<file path="config.mk">
export PLATFORM = sky130hd
export DESIGN_NAME = timer_peripheral
export DESIGN_NICKNAME = d
export VERILOG_FILES = /design/src/rtl/timer_pkg.sv /design/src/rtl/timer_prescaler.sv /design/src/rtl/timer_peripheral.sv
export SDC_FILE = /design/constraint.sdc
export NUM_CORES = 1
export LEC_CHECK = 0
export BUFFER_PORTS_ARGS = -buffer_cell sky130_fd_sc_hd__buf_2
export CORE_ASPECT_RATIO = 0.6
export CORE_MARGIN = 2
export CORE_UTILIZATION = 50
export DETAILED_ROUTE_END_ITERATION = 7
export PLACE_DENSITY = 0.77
export SYNTH_ARGS = -nofsm -noshare
export SYNTH_HDL_FRONTEND = slang
export SYNTH_SLANG_ARGS = --single-unit
</file>
<file path="constraint.sdc">
create_clock -name clk -period 2.7 [get_ports clk]
set_input_delay 0.54 -clock clk [delete_from_list [all_inputs] [get_ports clk]]
set_output_delay 0.54 -clock clk [all_outputs]
set_load 0.1 [all_outputs]
</file>
<file path="src/rtl/timer_pkg.sv">
// Shared definitions for the memory-mapped interval timer: register offsets,
// TCON bit positions and the packed TCON register layout.
package timer_pkg;

  localparam logic [4:0] TH_OFFSET      = 5'h00;
  localparam logic [4:0] TL_OFFSET      = 5'h04;
  localparam logic [4:0] TCON_OFFSET    = 5'h08;
  localparam logic [4:0] SYSTICK_OFFSET = 5'h14;

  // The window is 0x18 bytes wide, i.e. six 32-bit words.
  localparam int unsigned WINDOW_WORDS = 6;

  localparam int TCON_EN = 0;
  localparam int TCON_IE = 1;
  localparam int TCON_ST = 2;

  localparam logic [31:0] TL_MAX = 32'hFFFF_FFFF;

  typedef struct packed {
    logic st;
    logic ie;
    logic en;
  } tcon_t;

endpackage

</file>
<file path="src/rtl/timer_prescaler.sv">
// Divides the clock by PRESCALE while enabled; held at zero when disabled so
// the first tick lands exactly PRESCALE cycles after enable rises.
module timer_prescaler #(
  parameter int unsigned PRESCALE = 1
) (
  input  logic clk,
  input  logic reset,
  input  logic en,
  output logic tick
);

  localparam int unsigned CW = (PRESCALE > 1) ? $clog2(PRESCALE) : 1;
  localparam logic [CW-1:0] LAST = CW'(PRESCALE - 1);

  logic [CW-1:0] count;

  // NOTE: sequential state uses non-blocking assignments so every flop samples
  // pre-edge values, independent of the order the always blocks are evaluated.
  always_ff @(posedge clk or negedge reset) begin
    if (!reset) begin
      count <= '0;
    end else if (!en || count == LAST) begin
      count <= '0;
    end else begin
      count <= count + CW'(1);
    end
  end

  // With PRESCALE=1 the count never leaves zero, so tick degenerates to en.
  assign tick = en && (count == LAST);

endmodule

</file>
<file path="src/rtl/timer_peripheral.sv">
// Interval timer on the data-memory bus: TH/TL reload counter, TCON control and
// status, free-running SYSTICK, and a level IRQ held until software clears ST.
module timer_peripheral
  import timer_pkg::*;
#(
  parameter int unsigned PRESCALE  = 1,
  parameter logic [31:0] BASE_ADDR = 32'h4000_0000
) (
  input  logic        clk,
  input  logic        reset,
  input  logic [31:0] Address,
  input  logic [31:0] WriteData,
  input  logic        MemWr,
  input  logic        MemRd,
  output logic [31:0] ReadData,
  output logic        IRQ
);

  logic [31:0] th;
  logic [31:0] tl;
  logic [31:0] systick;
  tcon_t       tcon;

  logic [29:0] word;
  logic [2:0]  idx;
  logic        hit;
  logic        wr_th;
  logic        wr_tl;
  logic        wr_tcon;
  logic        tick;
  logic        overflow;
  logic        ovf_set;
  logic        unused_addr;

  // Addresses below the base wrap to a large word offset and miss the window.
  assign word = Address[31:2] - BASE_ADDR[31:2];
  assign hit  = word < 30'(WINDOW_WORDS);
  assign idx  = word[2:0];

  assign unused_addr = ^Address[1:0];

  assign wr_th   = MemWr && hit && (idx == TH_OFFSET[4:2]);
  assign wr_tl   = MemWr && hit && (idx == TL_OFFSET[4:2]);
  assign wr_tcon = MemWr && hit && (idx == TCON_OFFSET[4:2]);

  timer_prescaler #(
    .PRESCALE(PRESCALE)
  ) u_prescaler (
    .clk  (clk),
    .reset(reset),
    .en   (tcon.en),
    .tick (tick)
  );

  // A software TL write wins over the count, so it also suppresses overflow.
  assign overflow = tick && (tl == TL_MAX) && !wr_tl;
  assign ovf_set  = overflow && tcon.ie;

  always_ff @(posedge clk or negedge reset) begin
    if (!reset) begin
      th      <= '0;
      tl      <= '0;
      tcon    <= '0;
      systick <= '0;
    end else begin
      systick <= systick + 32'd1;

      if (wr_th) begin
        th <= WriteData;
      end

      if (wr_tl) begin
        tl <= WriteData;
      end else if (tick) begin
        tl <= overflow ? th : tl + 32'd1;
      end

      // ST merges the written value with a coincident overflow so no event is lost.
      if (wr_tcon) begin
        tcon.en <= WriteData[TCON_EN];
        tcon.ie <= WriteData[TCON_IE];
        tcon.st <= WriteData[TCON_ST] | ovf_set;
      end else if (ovf_set) begin
        tcon.st <= 1'b1;
      end
    end
  end

  // NOTE: ReadData gets a default before the case so no path can infer a latch.
  always_comb begin
    ReadData = '0;
    if (MemRd && hit) begin
      case (idx)
        TH_OFFSET[4:2]:      ReadData = th;
        TL_OFFSET[4:2]:      ReadData = tl;
        TCON_OFFSET[4:2]:    ReadData = {29'd0, tcon};
        SYSTICK_OFFSET[4:2]: ReadData = systick;
        default:             ReadData = '0;
      endcase
    end
  end

  assign IRQ = tcon.ie & tcon.st;

endmodule

</file>
==> results of run 1 <==
==> repair_timing <==
action                     4_1_cts  5_1_grt
hold endpoints to repair         0        0
hold buffers                     0        0
gates resized for setup          3        2
setup endpoints to repair       29       30
==> per-stage QoR <==
step / total power, W / instance area (um^2) / hold slack (ns) / instances
after floorplan: 0.00161 / 6380 / 0.244 / 657
after CTS: 0.00302 / 7950 / 0.185 / 926
after detailed placement: 0.00173 / 7630 / 0.468 / 910
after global placement: 0.00173 / 7630 / 0.457 / 910
final: 0.00302 / 7960 / 0.162 / 926
after global routing: 0.00310 / 7960 / 0.209 / 926
==> cell type report <==
cell class,instances,area share
clock inverters,3,0.00582
well taps,165,0.0259
inverters,15,0.00708
clock buffers,13,0.0314
flip-flops and latches,100,0.314
multi-input cells,501,0.457
repair buffers,129,0.158
==> cells in the final DEF (no fill, tap or decap), drive strengths merged, types with 17 or more instances in the layout <==
| master | instances |
|---|---|
| mux2 | 60 |
| buf | 129 |
| nand3 | 33 |
| nor2 | 63 |
| a22oi | 31 |
| xnor2 | 28 |
| a21oi | 33 |
| nand2 | 66 |
| dfrtp | 100 |
| nand4 | 22 |
| o21ai | 38 |
| xor2 | 17 |
==> final timing paths <==
check / endpoint / slack, ns / cells past startpoint
max: ReadData[14] / -0.06 / 7
min: th[15] / 0.16 / 1
max reg2reg: tl[21] / 0.20 / 6
min reg2reg: systick[31] / 0.48 / 1
max in group asynchronous: systick[1] / 1.72 / 2
min in group clk: tl[10] / 0.41 / 3
==> layer usage <==
metal  wire, um  global-route usage
met5          0                   0
met4        281              0.0847
met3       1800              0.0638
met2       8390               0.476
met1       7910               0.398
==> state kept, by name (all words and copies together), names as in the netlist <==
signal             flops
systick               32
tcon                   3
u_prescaler.count      1
tl                    32
th                    32
==> logic make-up after synthesis <==
family                     after synthesis  share of synthesized area
muxes                                   74                      0.134
AOI/OAI and AO/OA                      136                      0.141
and+or+nand+nor                        243                      0.204
adders and majority gates                2                    0.00411
DFF                                    100                      0.411
buffers and inverters                   56                     0.0395
other                                    1                   0.000616
xor gates and xnor gates                45                     0.0648
==> where the power goes <==
group | total, W | internal [W] | switching (W) | leakage, nW
clock network | 0.00132 | 0.000748 | 0.000568 | 0.140
registers | 0.00150 | 0.00150 | 0.000000454 | 1.23
logic | 0.000206 | 0.0000795 | 0.000127 | 2.10
total | 0.00302 | 0.00233 | 0.000695 | 3.46
==> impl_metrics.tcl, run 1 <==
set metrics [dict create \
    io_buffers 98 \
    root_buffer "clkbuf_16" \
    seq_area_um2 2500 \
    wl_mm 18.4 \
    htree_levels 3 \
    critPathTopFamily "simple AND/OR/NAND/NOR gates" \
    ys_warn_count 0 \
    p_leak_nw 3.46 \
    tns_ns -0.946 \
    cp-startpoint "Address[20]" \
    rows 31 \
    drc 0 \
    core_area_um2 11900 \
    finalHoldViolations 0 \
    finalCriticalPeriod_ns 2.76 \
    path_common_cell "buf_12" \
    critPathMaxFanout 20 \
    synth_top_flop_cell "dfrtp_1" \
    gp_congestion 0.916 \
    crit_path_end_kind "output port" \
    hpwl_mm 13.0 \
    report.final.slew_viol_count 0 \
    fin_ws_ns -0.0603 \
    p_per_area_nw_per_um2 380 \
    initial_core_util 0.509 \
    status "finished, violations left" \
    cp-start-kind "primary input" \
    fmax_ghz 0.362 \
    cts_buffers 9 \
    fp.dieW_um 146 \
    worstPathCellList "buf_2, nor4_4, nand4_1, or4_4, buf_12, nor2_4, buf_12" \
    violations "setup timing" \
    viasPerCell 6.17 \
    yosysMostFrequentCell "dfrtp_1" \
    grt_pass1_vias 5798 \
    clk_pin_slew_ns 0.06 \
    worstSkewPairLatency_ns 0.35 \
    fin_util 0.666 \
    vias 5710 \
    period_share 1.02 \
    seq_area_frac_synth 0.411 \
    setup_viol 22 \
    synth_top_area_cell "dfrtp_1" \
    nFillCells 927 \
    synthCells 657 \
    multi_input_area_um2 3640 \
    io_pins 101 \
    die-area_um2 13100 \
    synth_area_leaders "dfrtp_1, mux2_2, nand2_1" \
    slowest_delay_ns 0.59 \
    dp_slack_ns -0.120 \
    wl_per_cell_um 19.8 \
    grt_first_pass_wirelength_mm 29.7 \
    initialDrtViolationCount 705 \
    synth_commonest_cells "dfrtp_1, nand2_1, nor2_1" \
    grt_antenna_before_repair 0 \
    clock_path_buffers 2 \
    cts_setup_buffers 0 \
    max_slew_margin 0.516 \
    worstPathArrival_ns 2.22 \
    first_pass_iters 6 \
    antenna_left 0 \
    synth_top_area_share 0.411 \
    avgSynthCellArea_um2 9.26 \
    grt_use_total 0.291 \
    syn2layout_area_growth_pct 30.8 \
    critPathSlowestCell "or4_4" \
    synth_edf_count 0 \
    async_reset_ff_frac 1.00 \
    cts_tree "done" \
    dieHeight_um 89.5 \
    rsz0062_at_grt "yes" \
    maxCapViolations 0 \
    diodes 0 \
    cts.sinks 100 \
    cp_data_required_time_ns 2.16 \
    max-vdd-ir-drop_v 0.000313 \
    syn-num-nets 727 \
    ys_seq_elements 100 \
    crit_buf_inv 3 \
    drive_above_1_share 0.340 \
    overflow 0 \
    finClkSkew_ns 0.0102 \
    tightest_slew_ns 0.720 \
    critPathKind "in -> out" \
    timing.rr.start "tl[14]" \
    syn_area_um2 6090 \
    final_nets 826 \
    synthDistinctLibCells 56 \
    hold_path_class "in -> async" \
    grt_start_max_net_pins 48 \
]
(Power assumes the default switching activity.)
==> run 2, diff against run 1 <==
- SYNTH_HIERARCHICAL: not set -> 1
==> run 2 against run 1 <==
Compared with the run above: the run now ends clean; clock-buffer cell count shrank 3; via count increased by 2.0%; total power is 6.3% higher; clock skew is 0.0027 ns lower; critical endpoint is now ReadData[17]; highest routed layer unchanged.
==> impl_metrics.tcl, run 2 <==
set metrics [dict create \
    cts.sinks 100 \
    ys_warn_count 6 \
    rows 31 \
    grt_first_pass_wirelength_mm 30.3 \
    critPathKind "in -> out" \
    nFillCells 958 \
    period_share 0.975 \
    initialDrtViolationCount 583 \
    io_pins 101 \
    cts_tree "done" \
    report.final.slew_viol_count 0 \
    avgSynthCellArea_um2 9.68 \
    first_pass_iters 5 \
    holdWs_ns 0.265 \
    wl_mm 18.7 \
    synth_edf_count 0 \
    cp-startpoint "Address[18]" \
    grt_busiest_layer "met2" \
    timing.rr.start "tl[0]" \
    wl_per_cell_um 20.4 \
    final_nets 819 \
    initial_core_util 0.518 \
    finalHoldViolations 0 \
    htree_levels 3 \
    path_common_cell "buf_12" \
    cp-start-kind "primary input" \
    overflow 0 \
    grt_pass1_vias 5787 \
    reg.largest.list "systick (32), th (32), tl (32)" \
    drive_above_1_share 0.325 \
    vias 5827 \
    drc 0 \
    syn_area_um2 6280 \
    synthDistinctLibCells 66 \
    critPathMaxFanout 19 \
    synth_top_flop_cell "dfrtp_1" \
    ys_seq_elements 100 \
    max-vdd-ir-drop_v 0.000346 \
    finalCriticalPeriod_ns 2.63 \
    critPathSlowestCell "nor4_2" \
    hold_buffers 0 \
    syn-num-nets 719 \
    synthCells 649 \
    final_common_cell "dfrtp_1" \
    worstPathCellList "buf_2, nor4_2, nand3_1, nor3_4, nand3_4, buf_12, nor2_4, buf_12" \
    fmax_ghz 0.380 \
    reg2reg_depth 6 \
    grt_start_max_net_pins 59 \
    viasPerCell 6.34 \
    synth_area_leaders "dfrtp_1, mux2_2, mux2_1" \
    p_leak_nw 3.51 \
    syn2layout_area_growth_pct 30.6 \
    die-area_um2 13500 \
    clk_pin_slew_ns 0.06 \
    met3_usage 0.0823 \
    final_area_um2 8210 \
    hpwl_mm 13.6 \
    worstReg2RegEnd "tl[22]" \
    synth_top_area_share 0.398 \
    diodes 0 \
    reg2reg_setup_slack_ns 0.30 \
    maxCapViolations 0 \
    clock_path_buffers 2 \
    status "finished clean" \
    rsz0062_at_grt "no" \
    grt_antenna_before_repair 0 \
    tightest_slew_ns 0.786 \
    antenna_left 0 \
    tns_ns 0 \
    dieHeight_um 90.8 \
    crit_path_end_kind "output port" \
    hold_path_class "in -> async" \
    cts_buffers 9 \
    gp_congestion 0.948 \
    cp_data_required_time_ns 2.16 \
    max_slew_margin 0.476 \
    fp.dieW_um 149 \
    seq_area_frac_synth 0.398 \
    io_buffers 98 \
    grt_use_total 0.286 \
    final_cell_mix "dfrtp_1, buf_2, nand2_1, buf_12, nand3_1" \
    slowest_delay_ns 0.32 \
    root_buffer "clkbuf_16" \
    yosysMostFrequentCell "dfrtp_1" \
    p_per_area_nw_per_um2 391 \
    finClkSkew_ns 0.00757 \
    synth_top_area_cell "dfrtp_1" \
    synth_commonest_cells "dfrtp_1, nand2_1, nor2_1" \
    core_area_um2 12100 \
    worstPathArrival_ns 2.09 \
    place_area_um2 7830 \
    setup_viol 0 \
    worstSkewPairLatency_ns 0.35 \
    use_met1 0.414 \
    finalPower_w 0.00321 \
    async_reset_ff_frac 1.00 \
    grtUsageMet2 0.421 \
]
## run 2: per-layer routing
metal  routed length (um)  part of all wire
met4                  284             0.015
met1                 8090              0.43
met3                 2170              0.12
met2                 8170              0.44
met5                    0                 0
## run 2: cells by family (layout without fill, tap and decap cells)
| group | after synthesis | count (layout) | share of synthesized area |
|---|---|---|---|
| other | 1 | 1 | 0.000597 |
| flip-flops | 100 | 100 | 0.398 |
| AO/OA/AOI/OAI | 127 | 127 | 0.142 |
| AND/OR/NAND/NOR | 247 | 247 | 0.224 |
| multiplexers | 76 | 76 | 0.132 |
| buffers and inverters | 56 | 161 | 0.0434 |
| XOR/XNOR | 40 | 40 | 0.0558 |
| adder cells (fa/ha/maj) | 2 | 2 | 0.00398 |
## run 2: per-stage QoR
stage                      util  setup WS (ns)  instances
after floorplan               -         -0.179        649
after global placement    0.645         0.0842        902
after detailed placement  0.645         0.0177        902
after CTS                 0.674         0.0428        918
after global routing      0.676        0.00702        919
final                     0.676         0.0682        919
## run 2: report_power, final
group          internal, W  leakage [nW]  switching [W]
logic            0.0000767          2.05       0.000125
registers          0.00150          1.29    0.000000687
clock network     0.000931         0.169       0.000580
total              0.00251          3.51       0.000706
## run 2: final cells by class
cell class	instances	area, um^2	share of cell area
Clock buffer	10	239	0.0291
Tap cell	165	206	0.0251
Sequential cell	100	2500	0.305
Timing Repair Buffer	130	1310	0.159
Inverter	15	56.3	0.00686
Multi-Input combinational cell	493	3790	0.462
Clock inverter	6	111	0.0136
## run 2: timing repair
item / 4_1_cts / 5_1_grt
endpoints found under the setup margin: 2 / 5
buffers inserted: 0 / 1
gates resized for setup: 1 / 3
pin swaps: 0 / 2
## run 2: worst max path at each step
| stage | to | slack [ns] | depth (start not counted) |
|---|---|---|---|
| finish | ReadData[17] | 0.07 | 8 |
| global route | ReadData[17] | 0.007 | 8 |
| CTS | ReadData[1] | 0.04 | 7 |
| detailed placement | ReadData[8] | 0.02 | 8 |
| global placement | ReadData[10] | 0.08 | 8 |
| floorplan | ReadData[21] | -0.18 | 7 |
## run 2: worst max-delay path: cells and delay by family
| kind | cells | cell delay (ns) |
|---|---|---|
| buffers and inverters | 3 | 0.47 |
| AND/OR/NAND/NOR | 5 | 1.04 |
